--- src/rtl/rf_pkg.sv ---
// Shared constants, width helpers and bus typedefs for the scoreboarded register file.
package rf_pkg;

    localparam int unsigned DEF_DATA_W   = 16;
    localparam int unsigned DEF_NUM_REGS = 8;
    localparam int unsigned DEF_NUM_RD   = 2;

    // Register address width for a file of n registers.
    function automatic int unsigned rf_aw(input int unsigned n);
        return (n < 2) ? 1 : $clog2(n);
    endfunction

    // Width needed to count from 0 up to n claimed registers inclusive.
    function automatic int unsigned rf_cnt_w(input int unsigned n);
        return $clog2(n + 1);
    endfunction

    // Packed read-address bus for the default configuration.
    typedef logic [DEF_NUM_RD*rf_aw(DEF_NUM_REGS)-1:0] rd_addr_bus_t;

endpackage

--- src/rtl/rf_read_port.sv ---
// One registered read port: register select, write-through bypass, r0 masking, busy flag.
module rf_read_port
    import rf_pkg::*;
#(
    parameter  int unsigned DATA_W   = DEF_DATA_W,
    parameter  int unsigned NUM_REGS = DEF_NUM_REGS,
    parameter  int unsigned ZERO_R0  = 0,
    localparam int unsigned AW       = rf_aw(NUM_REGS)
) (
    input  logic              clk,
    input  logic              resetn,
    input  logic [DATA_W-1:0] i_mem [NUM_REGS],
    input  logic [NUM_REGS-1:0] i_busy,
    input  logic              i_wr_en,
    input  logic [AW-1:0]     i_wr_addr,
    input  logic [DATA_W-1:0] i_wr_data,
    input  logic [AW-1:0]     i_rd_addr,
    output logic [DATA_W-1:0] o_rd_data,
    output logic              o_rd_busy
);

    logic              w_hit;
    logic              w_zero;
    logic [DATA_W-1:0] w_data;
    logic              w_busy;
    logic [DATA_W-1:0] r_data;
    logic              r_busy;

    // Select the addressed register, forwarding a same-cycle write and masking r0.
    always_comb begin
        w_hit  = i_wr_en && (i_wr_addr == i_rd_addr);
        w_zero = (ZERO_R0 != 0) && (i_rd_addr == '0);
        if (w_zero) begin
            w_data = '0;
            w_busy = 1'b0;
        end else begin
            w_data = w_hit ? i_wr_data : i_mem[i_rd_addr];
            // A write landing this cycle resolves the pending operand.
            w_busy = i_busy[i_rd_addr] && !w_hit;
        end
    end

    // Output flops for data and pending flag.
    always_ff @(posedge clk) begin
        if (!resetn) begin
            r_data <= '0;
            r_busy <= 1'b0;
        end else begin
            r_data <= w_data;
            r_busy <= w_busy;
        end
    end

    assign o_rd_data = r_data;
    assign o_rd_busy = r_busy;

endmodule

--- src/rtl/rf_scoreboard_regfile.sv ---
// Multi-read-port register file with write-through bypass and per-register busy scoreboard.
module rf_scoreboard_regfile
    import rf_pkg::*;
#(
    parameter  int unsigned DATA_W   = DEF_DATA_W,
    parameter  int unsigned NUM_REGS = DEF_NUM_REGS,
    parameter  int unsigned NUM_RD   = DEF_NUM_RD,
    parameter  int unsigned ZERO_R0  = 0,
    localparam int unsigned AW       = rf_aw(NUM_REGS),
    localparam int unsigned CNT_W    = rf_cnt_w(NUM_REGS)
) (
    input  logic                     clk,
    input  logic                     resetn,
    input  logic                     wr_en,
    input  logic [AW-1:0]            wr_addr,
    input  logic [DATA_W-1:0]        wr_data,
    input  logic                     claim_en,
    input  logic [AW-1:0]            claim_addr,
    input  logic [NUM_RD*AW-1:0]     rd_addr,
    output logic [NUM_RD*DATA_W-1:0] rd_data,
    output logic [NUM_RD-1:0]        rd_busy,
    output logic [CNT_W-1:0]         busy_cnt,
    output logic                     all_idle
);

    logic [DATA_W-1:0]   r_mem [NUM_REGS];
    logic [NUM_REGS-1:0] r_busy;
    logic [CNT_W-1:0]    r_cnt;
    logic                r_idle;

    logic                w_wr_ok;
    logic                w_cl_ok;
    logic                w_inc;
    logic                w_dec;
    logic [NUM_REGS-1:0] w_busy_nxt;
    logic [CNT_W-1:0]    w_cnt_nxt;

    // Next scoreboard state; a claim overrides a same-address release, and the
    // count moves only on actual bit transitions so it tracks the popcount.
    always_comb begin
        w_wr_ok    = wr_en    && !((ZERO_R0 != 0) && (wr_addr    == '0));
        w_cl_ok    = claim_en && !((ZERO_R0 != 0) && (claim_addr == '0));
        w_busy_nxt = r_busy;
        if (w_wr_ok) begin
            w_busy_nxt[wr_addr] = 1'b0;
        end
        if (w_cl_ok) begin
            w_busy_nxt[claim_addr] = 1'b1;
        end
        w_inc     = w_cl_ok && !r_busy[claim_addr];
        w_dec     = w_wr_ok && r_busy[wr_addr] && !(w_cl_ok && (claim_addr == wr_addr));
        w_cnt_nxt = r_cnt + CNT_W'(w_inc) - CNT_W'(w_dec);
    end

    // Storage array write.
    always_ff @(posedge clk) begin
        if (!resetn) begin
            for (int unsigned i = 0; i < NUM_REGS; i++) begin
                r_mem[i] <= '0;
            end
        end else if (w_wr_ok) begin
            r_mem[wr_addr] <= wr_data;
        end
    end

    // Scoreboard vector, claim counter and idle flag.
    always_ff @(posedge clk) begin
        if (!resetn) begin
            r_busy <= '0;
            r_cnt  <= '0;
            r_idle <= 1'b1;
        end else begin
            r_busy <= w_busy_nxt;
            r_cnt  <= w_cnt_nxt;
            r_idle <= (w_cnt_nxt == '0);
        end
    end

    for (genvar p = 0; p < NUM_RD; p++) begin : g_port
        rf_read_port #(
            .DATA_W   (DATA_W),
            .NUM_REGS (NUM_REGS),
            .ZERO_R0  (ZERO_R0)
        ) u_port (
            .clk       (clk),
            .resetn    (resetn),
            .i_mem     (r_mem),
            .i_busy    (r_busy),
            .i_wr_en   (wr_en),
            .i_wr_addr (wr_addr),
            .i_wr_data (wr_data),
            .i_rd_addr (rd_addr[p*AW +: AW]),
            .o_rd_data (rd_data[p*DATA_W +: DATA_W]),
            .o_rd_busy (rd_busy[p])
        );
    end

    assign busy_cnt = r_cnt;
    assign all_idle = r_idle;

endmodule

--- config.mk ---
export PLATFORM = sky130hd
export DESIGN_NAME = rf_scoreboard_regfile
export DESIGN_NICKNAME = d
export VERILOG_FILES = /design/src/rtl/rf_pkg.sv /design/src/rtl/rf_read_port.sv /design/src/rtl/rf_scoreboard_regfile.sv
export SDC_FILE = /design/constraint.sdc
export NUM_CORES = 1
export LEC_CHECK = 0
export CAP_MARGIN = 40
export CORE_MARGIN = 8
export CORE_UTILIZATION = 45
export DETAILED_ROUTE_END_ITERATION = 10
export MAX_ROUTING_LAYER = met4
export PLACE_DENSITY = 0.75
export SYNTH_ARGS = -nofsm -noshare
export SYNTH_HDL_FRONTEND = slang
export SYNTH_SLANG_ARGS = --single-unit
--- constraint.sdc ---
create_clock -name clk -period 4.1 [get_ports clk]
set_clock_uncertainty 0.1 [all_clocks]
set_input_delay 0.82 -clock clk [delete_from_list [all_inputs] [get_ports clk]]
set_output_delay 0.82 -clock clk [all_outputs]
set_load 0.01 [all_outputs]
==> results of run 1 <==
layer usage:
layer / vias to the layer above / wire length (um)
li1: 3177 / -
met4: 0 / 811
met2: 393 / 12100
met1: 3352 / 9180
met5: - / 0
met3: 71 / 2470
state kept, by name, summed over array words and instances, names as in the netlist:
signal and count:
all_idle 1, busy_cnt 4, g_port.u_port.o_rd_busy 2, g_port.u_port.o_rd_data 32, r_busy 8, r_mem 128
placed cells by master, fill, tap and decap left out, types with 4 or more instances in the layout:
cell                              netlist  layout
sky130_fd_sc_hd__a32oi_1                4       4
sky130_fd_sc_hd__xnor2_1                9       9
sky130_fd_sc_hd__nand2_2                4       4
sky130_fd_sc_hd__ha_1                   4       4
sky130_fd_sc_hd__o21ai_0               28      28
sky130_fd_sc_hd__nand3_2                4       4
sky130_fd_sc_hd__buf_4                 10      20
sky130_fd_sc_hd__nor2b_1                4       4
sky130_fd_sc_hd__o21ai_1                4       4
sky130_fd_sc_hd__a21oi_1              131     131
sky130_fd_sc_hd__nor2_2                 4       4
sky130_fd_sc_hd__dfxtp_1              175     175
sky130_fd_sc_hd__clkbuf_16              0      17
sky130_fd_sc_hd__mux2i_1               36      36
sky130_fd_sc_hd__nand2_1              294     294
sky130_fd_sc_hd__nor2_1                14      14
sky130_fd_sc_hd__mux4_2                72      72
sky130_fd_sc_hd__clkbuf_1              35       4
sky130_fd_sc_hd__inv_1                  6       5
sky130_fd_sc_hd__nand4_1                4       4
sky130_fd_sc_hd__clkdlybuf4s50_1        0      67
synthesized netlist by cell type (all sizes together), types with 5 or more instances:
| master | n |
|---|---|
| dfxtp | 175 |
| clkbuf | 38 |
| nor2b | 5 |
| o21ai | 32 |
| mux2i | 36 |
| inv | 6 |
| nor2 | 20 |
| xnor2 | 9 |
| buf | 45 |
| a21oi | 131 |
| mux4 | 72 |
| nand2 | 298 |
path summary, 6_finish.rpt:
kind | to | slack [ps] | depth (start not counted) | from
setup / recovery | all_idle$_SDFF_PN1_ | 700 | 12 | claim_addr[1]
hold reg to reg | r_mem[24]$_SDFFE_PN0P_ | 370 | 2 | r_mem[24]$_SDFFE_PN0P_
setup reg to reg | all_idle$_SDFF_PN1_ | 1480 | 11 | r_busy[1]$_SDFF_PN0_
hold / removal | r_mem[24]$_SDFFE_PN0P_ | 370 | 2 | r_mem[24]$_SDFFE_PN0P_
report_power, final:
group / switching (uW) / internal, uW
Clock: 679 / 949
Combinational: 256 / 196
Sequential: 34.7 / 1750
Total: 970 / 2900
area by class of cell:
cell class,count,area [sq um]
multi-input combinational,639,4490
sequential,175,3500
fill,1595,8810
tap,234,293
clock inverter,8,103
clock buffer,24,482
antenna,1,2.50
timing repair buffer,92,871
inverter,6,23.8
critical path, cell delays in order:
cell                              delay [ps]
sky130_fd_sc_hd__clkdlybuf4s50_1         680
sky130_fd_sc_hd__mux4_2                  540
sky130_fd_sc_hd__mux2i_1                 140
sky130_fd_sc_hd__nand2_1                  70
sky130_fd_sc_hd__ha_1                    280
sky130_fd_sc_hd__inv_1                    50
sky130_fd_sc_hd__ha_1                    160
sky130_fd_sc_hd__inv_1                    60
sky130_fd_sc_hd__fa_1                    370
sky130_fd_sc_hd__xor2_1                  140
sky130_fd_sc_hd__nor2_1                   70
sky130_fd_sc_hd__nor4_1                  270
logic make-up after synthesis:
family                   after synthesis  synth area share
AND/OR/NAND/NOR                      341             0.169
flip-flops                           175             0.413
AO/OA/AOI/OAI                        174             0.107
multiplexers                         108             0.234
buffers and inverters                 89            0.0571
XOR/XNOR                              11            0.0114
adder cells (fa/ha/maj)                5           0.00827
through the flow:
stage	instance area, sq um	power [uW]
after detailed placement	9180	2270
final	9770	3870
after global routing	9770	3990
after global placement	9170	2260
after CTS	9760	3870
after floorplan	8480	2110
==> run summary, run 1 <==
The placer congestion estimate is 0.824. Met1 global-route usage: 0.243. The logs give 0 for the DRC violations left and 2 for the clock tree buffer depth. By area the synthesized netlist is led by sky130_fd_sc_hd__dfxtp_1 41%, sky130_fd_sc_hd__mux4_2 19%, sky130_fd_sc_hd__nand2_1 13%. Distinct cell type count of the synthesized netlist: 40. Counting every net in the synthesized netlist gives 940.

The proportion of synthesized flip-flops having asynchronous set or reset is 0. The horizontal extent of the die was 153 um. The fraction of final layout cells sized beyond drive strength 1 is 0.154. Buffer count from post-CTS setup fixing: 0.

After the last flow step, the layout net total stands at 968. The tools report the worst setup slack after placement as 235 ps. Post-synth design cell area: 8480 sq um. Once layout is complete, the cells apart from fillers number 1179. The die covers 23500 sq um. The floorplan has 50 rows. The most crowded layer after global routing was met2. The clock period could shrink to 3400 ps.

The HPWL after detailed placement was 14700 um; the source-to-sink clock delay at the later pin of the worst-skew pair was 430 ps. The peak clock frequency supported by timing is 294 MHz. Buffers inserted during clock tree synthesis total 17. The area growth from synthesis to layout is 15.2%, and the post-cts gate resize count is 0. The logs give 1 for the number of antenna violations at the first check in global routing and 38000 um for the global-route wire length before repair. The run gives 0.350 as the fraction of met2 tracks used by global routing. The tools report the all-layer global routing usage as 0.214. Among all flip-flop cells after synthesis, the most frequent one is sky130_fd_sc_hd__dfxtp_1. STA classifies the critical path endpoint as a flop. The initial core utilization is 0.456. In this run, post-CTS hold repair placed 0 buffers.

Critical path class: input port to flop. Standard cell core area: 18600 sq um. The final-report hold violation count is 0.

The number of flops mapped to enable cells by yosys was 0. The vertical die dimension works out to 153 um. The mean area per synthesized cell is 9.39 sq um, and the number of max-slew violations in the final report is 0. The per-cell routed wire length is 20.8 um, and the DRC violation total after the first TritonRoute iteration is 845. After global routing the overflow that remains totals 0. Once routing completed, OpenROAD measured the worst setup slack at 698 ps. In this run the power density over the cells is 396 nW/um^2.

For the deepest level of the CTS H-tree, the log shows 4. Input and output buffers added on the ports amount to 70. The number of placed instances, taps included, is 1146. The transition time of the tightest slew-check pin is 908 ps. The final cycle utilization of the critical path was 0.830.

Dividing the detail-routed via count by the number of cells gives 5.93. The final core utilization is 0.526, and the count of synthesis-stage warnings from yosys is 0. Part of the Yosys area used for sequential elements: 0.413.

The highest net fanout along the worst path came out at 8. Across the run, the number of max-cap violations was 0. The tools report the final antenna-violating net count as 0. TritonCTS built the clock tree. The clock drives 175 sinks.

The run gives 6725 as the via count of the first global-routing pass. The class of the tightest hold or removal check is flop to flop. The fraction of synthesized cell area taken by the top area cell type works out to 0.413. The run gives 24600 um as the routed wire length. The tools report the leakage power of the design as 0.00332 uW. The number of synthesized register bits was 175. The worst setup path is launched from an input port. The pin count of the biggest net entering global routing was 140; the first-pass iteration count of the detailed router was 5. Largest area contributor in the synthesized netlist: sky130_fd_sc_hd__dfxtp_1. After clock tree synthesis, the clock-pin slew on the worst setup and hold paths is 60 ps. At the worst endpoint, the arrival time is 3650 ps.

For this design the top-level I/O count stands at 71. Detailed routing inserted a total of 6993 vias. The total of endpoints with negative setup slack in the final report came out at 0. The cell sitting at the root of the clock tree is a sky130_fd_sc_hd__clkbuf_16.

Setup repair after global routing left no endpoint under its margin. For the fraction of met3 tracks used by global routing, the log shows 0.0564. The flow ran to the end, and the final reports show no timing, DRC or antenna violations.

The relative slew slack is 0.392, and the number of standard cells after synthesis is 903. For the worst setup path, the data required time is 4340 ps. Summed over all failing endpoints, the final setup total negative slack is 0 ps. The post-route worst hold slack was 367 ps; the maximum ir drop on the vdd rail was 0.255 mV.
(Power assumes the default switching activity.)
==> run 2, diff against run 1 <==
- clock period: 4.1 -> 3.4 ns (I/O delays scaled with it)
==> run 2 against run 1 <==
Net effect: die area stayed put; flip-flop and latch count is the same; first-iteration DRC count down 0.36%; critical path type unchanged; count of clock-buffer cells in the layout is 4 lower; highest routed layer unchanged; register-to-register slack worse by 680 ps; largest cell class unchanged.
==> run summary, run 2 (synthesized netlist as in run 1, its figures left out) <==
The share of total power consumed by net switching was 0.255. The tools report the root buffer cell as sky130_fd_sc_hd__clkbuf_16. The slowest stage of the critical path is the sky130_fd_sc_hd__clkdlybuf4s50_1 cell. Total number of vias: 7013. The data arrival at the endpoint of the critical path is 3350 ps, and the number of max-slew violations in the final report is 0. The register share of total power was 0.463.

Port buffering added 70 buffers. For the peak clock frequency supported by timing, the log shows 321 MHz. The final cycle utilization of the critical path is 0.915.

The placer congestion estimate was 0.834. The family with the most delay on the worst path was adder cells. The highest net fanout along the worst path was 4.

The run gives 0.120 as the share of power burned in combinational logic. The clock passes through at most 2 buffers. The tools report the relative slew slack as 0.528. The routed wire length is 24300 um. For the worst setup path, the data required time is 3640 ps. The transition time of the tightest slew-check pin was 708 ps; the total number of clock tree sinks was 175. Buffers inserted to repair hold after CTS numbered 0.

The vertical die dimension was 153 um. Detailed placement finished with a half-perimeter wire length of 15500 um. The critical path is of the input port to flop type. The initial core utilization was 0.456. Setup repair after global routing left no endpoint under its margin. For the worst setup slack after placement, the log shows -213 ps.

The fraction of final layout cells sized beyond drive strength 1 works out to 0.172. The launch instance of the worst min-delay path is r_mem[2]$_SDFFE_PN0P_. The detailed router finished its first iteration with 842 violations. The standard cell core area is 18600 sq um, and the area of the die is 23500 sq um. For the maximum ir drop on the vdd rail, the log shows 0.313 mV. More flip-flops sit in one register than any other, and that register is r_mem. After detailed routing, the number of vias per cell comes to 5.86. The register with the most flip-flops in the layout has 128 of them. The path class of the tightest hold or removal check is flop to flop.

The leakage power of the design came out at 0.00343 uW. The final cell count without fillers came out at 1196. The run gives 0 as the number of antenna violations at the first check in global routing. The type of element capturing the critical path is a flop.

In the final design database the tool counted 986 nets. Most common cell after layout, fill and taps aside: sky130_fd_sc_hd__nand2_1. Relative to the synthesized area, the layout overhead comes to 17.4%. The logs give 0 for the final antenna-violating net count and 0 for the total congestion overflow. The first-pass iteration count of the detailed router is 5, and the number of diodes is 0. Startpoint of the most critical register-to-register path: r_busy[7]$_SDFF_PN0_. After detailed placement, the design holds a cell count of 1164.

Row generation in the floorplan step produced 50 rows. The routed design could run at a clock period as short as 3110 ps. Final-report hold violation count: 0. Detailed routing placed a total of 2110 um of wire on met3. Clock-pin slew was measured on the worst setup and hold paths at 60 ps.

After detailed routing, the number of remaining DRC violations is 0. The flow ran to the end, and the final reports show no timing, DRC or antenna violations. Pin placement for this block handled 71 I/O pins. The worst path buffer plus inverter count works out to 3. The H-tree was split into 4 levels.

The logs give 9330 um for the routed length on met1 and 12200 um for the wire length on met2. Entering global routing, the biggest net connects 137 pins. TritonCTS built the clock tree.

The via count of the first global-routing pass is 6986. The total clock buffers created by CTS came out at 17. In the layout the commonest cells are 294 x sky130_fd_sc_hd__nand2_1, 175 x sky130_fd_sc_hd__dfxtp_1, 131 x sky130_fd_sc_hd__a21oi_1.

On the worst path, the slowest cell contributes a delay of 570 ps. The buffer count from post-CTS setup fixing is 0. Areal power density over the cells: 468 nW/um^2. The worst path meets setup with 290 ps of slack.

Per-cell routed wire length: 20.3 um. The first global-routing pass estimated 38600 um of wire. Setup violations remaining at the end of the flow were counted as 0. Top metal layer carrying routed signals: met4. The all-layer global routing usage was 0.215; the max-capacitance violation count was 0.

Cell internal power was estimated by the tool at 3470 uW. Fraction of power consumed by the clock network: 0.417. The worst setup path is launched from an input port.

The later pin in the worst-skew pair is clocked with a latency of 440 ps. In this run the worst setup path begins at claim_addr[1]. Walking the worst path, the cells encountered are clkdlybuf4s50_1 > mux4_2 > mux2i_1 > nand2_1 > ha_1 > inv_1 > ha_1 > inv_1 > fa_1 > xor2_1 > nor2_1 > nor4_1.

Horizontal extent of the die: 153 um. The analysis attributes to net switching a power of 1190 uW.
[run 2: cell count changes in the layout (fill, tap and decap cells not counted), sizes merged]
cell,before,now
buf,25,43
diode,1,0
clkbuf,24,20
inv,7,8
clkinv,3,6
clkdlybuf4s50,67,66
dlymetal6s2s,0,1
[run 2: timing repair]
item                                    in CTS  in global routing
endpoints found under the setup margin       0                  1
endpoints found under the hold margin        0                  0
gates resized for setup                      0                  1
[run 2: path summary, 6_finish.rpt]
path | end | slack (ps) | cells past startpoint
hold / removal | r_mem[2]$_SDFFE_PN0P_ | 370 | 2
hold reg to reg | r_mem[2]$_SDFFE_PN0P_ | 370 | 2
setup / recovery | all_idle$_SDFF_PN1_ | 290 | 12
setup reg to reg | all_idle$_SDFF_PN1_ | 800 | 11
[run 2: worst reg2reg max path, delay by kind of cell, from the launching register on]
kind | cells | cell delay (ps)
XOR/XNOR | 1 | 140
adder cells (fa/ha/maj) | 3 | 800
buffers and inverters | 2 | 110
flip-flops | 1 | 340
multiplexers | 2 | 630
AND/OR/NAND/NOR | 3 | 390
[run 2: layout make-up]
type	instances	area, sq um
clock inverters	12	134
repair buffers	110	1060
inverters	6	23.8
flip-flops and latches	175	3500
multi-input cells	639	4490
fillers	1614	8630
clock buffers	20	447
well taps	234	293
[run 2: metal layers]
metal	global-route usage	up-vias
li1	-	3216
met1	0.252	3413
met2	0.352	331
met3	0.0454	53
met4	0.0952	0
met5	-	-
[run 2: power by group through the flow]
stage,registers [uW],clock network (uW),logic [uW]
finish,2160,1940,562
global route,2160,2060,602
CTS,2160,1960,560
detailed placement,2200,0,557
global placement,2200,0,548
floorplan,2210,0,344
[run 2: through the flow]
step,cell area (sq um),TNS [ps],hold WS [ps],util,power [uW]
after global routing,9950,0,378,0.536,4820
after detailed placement,9370,-251,361,0.504,2760
final,9950,0,368,0.536,4660
after CTS,9950,0,370,0.536,4680
after floorplan,8480,0,343,-,2550
after global placement,9370,-133,353,0.504,2750
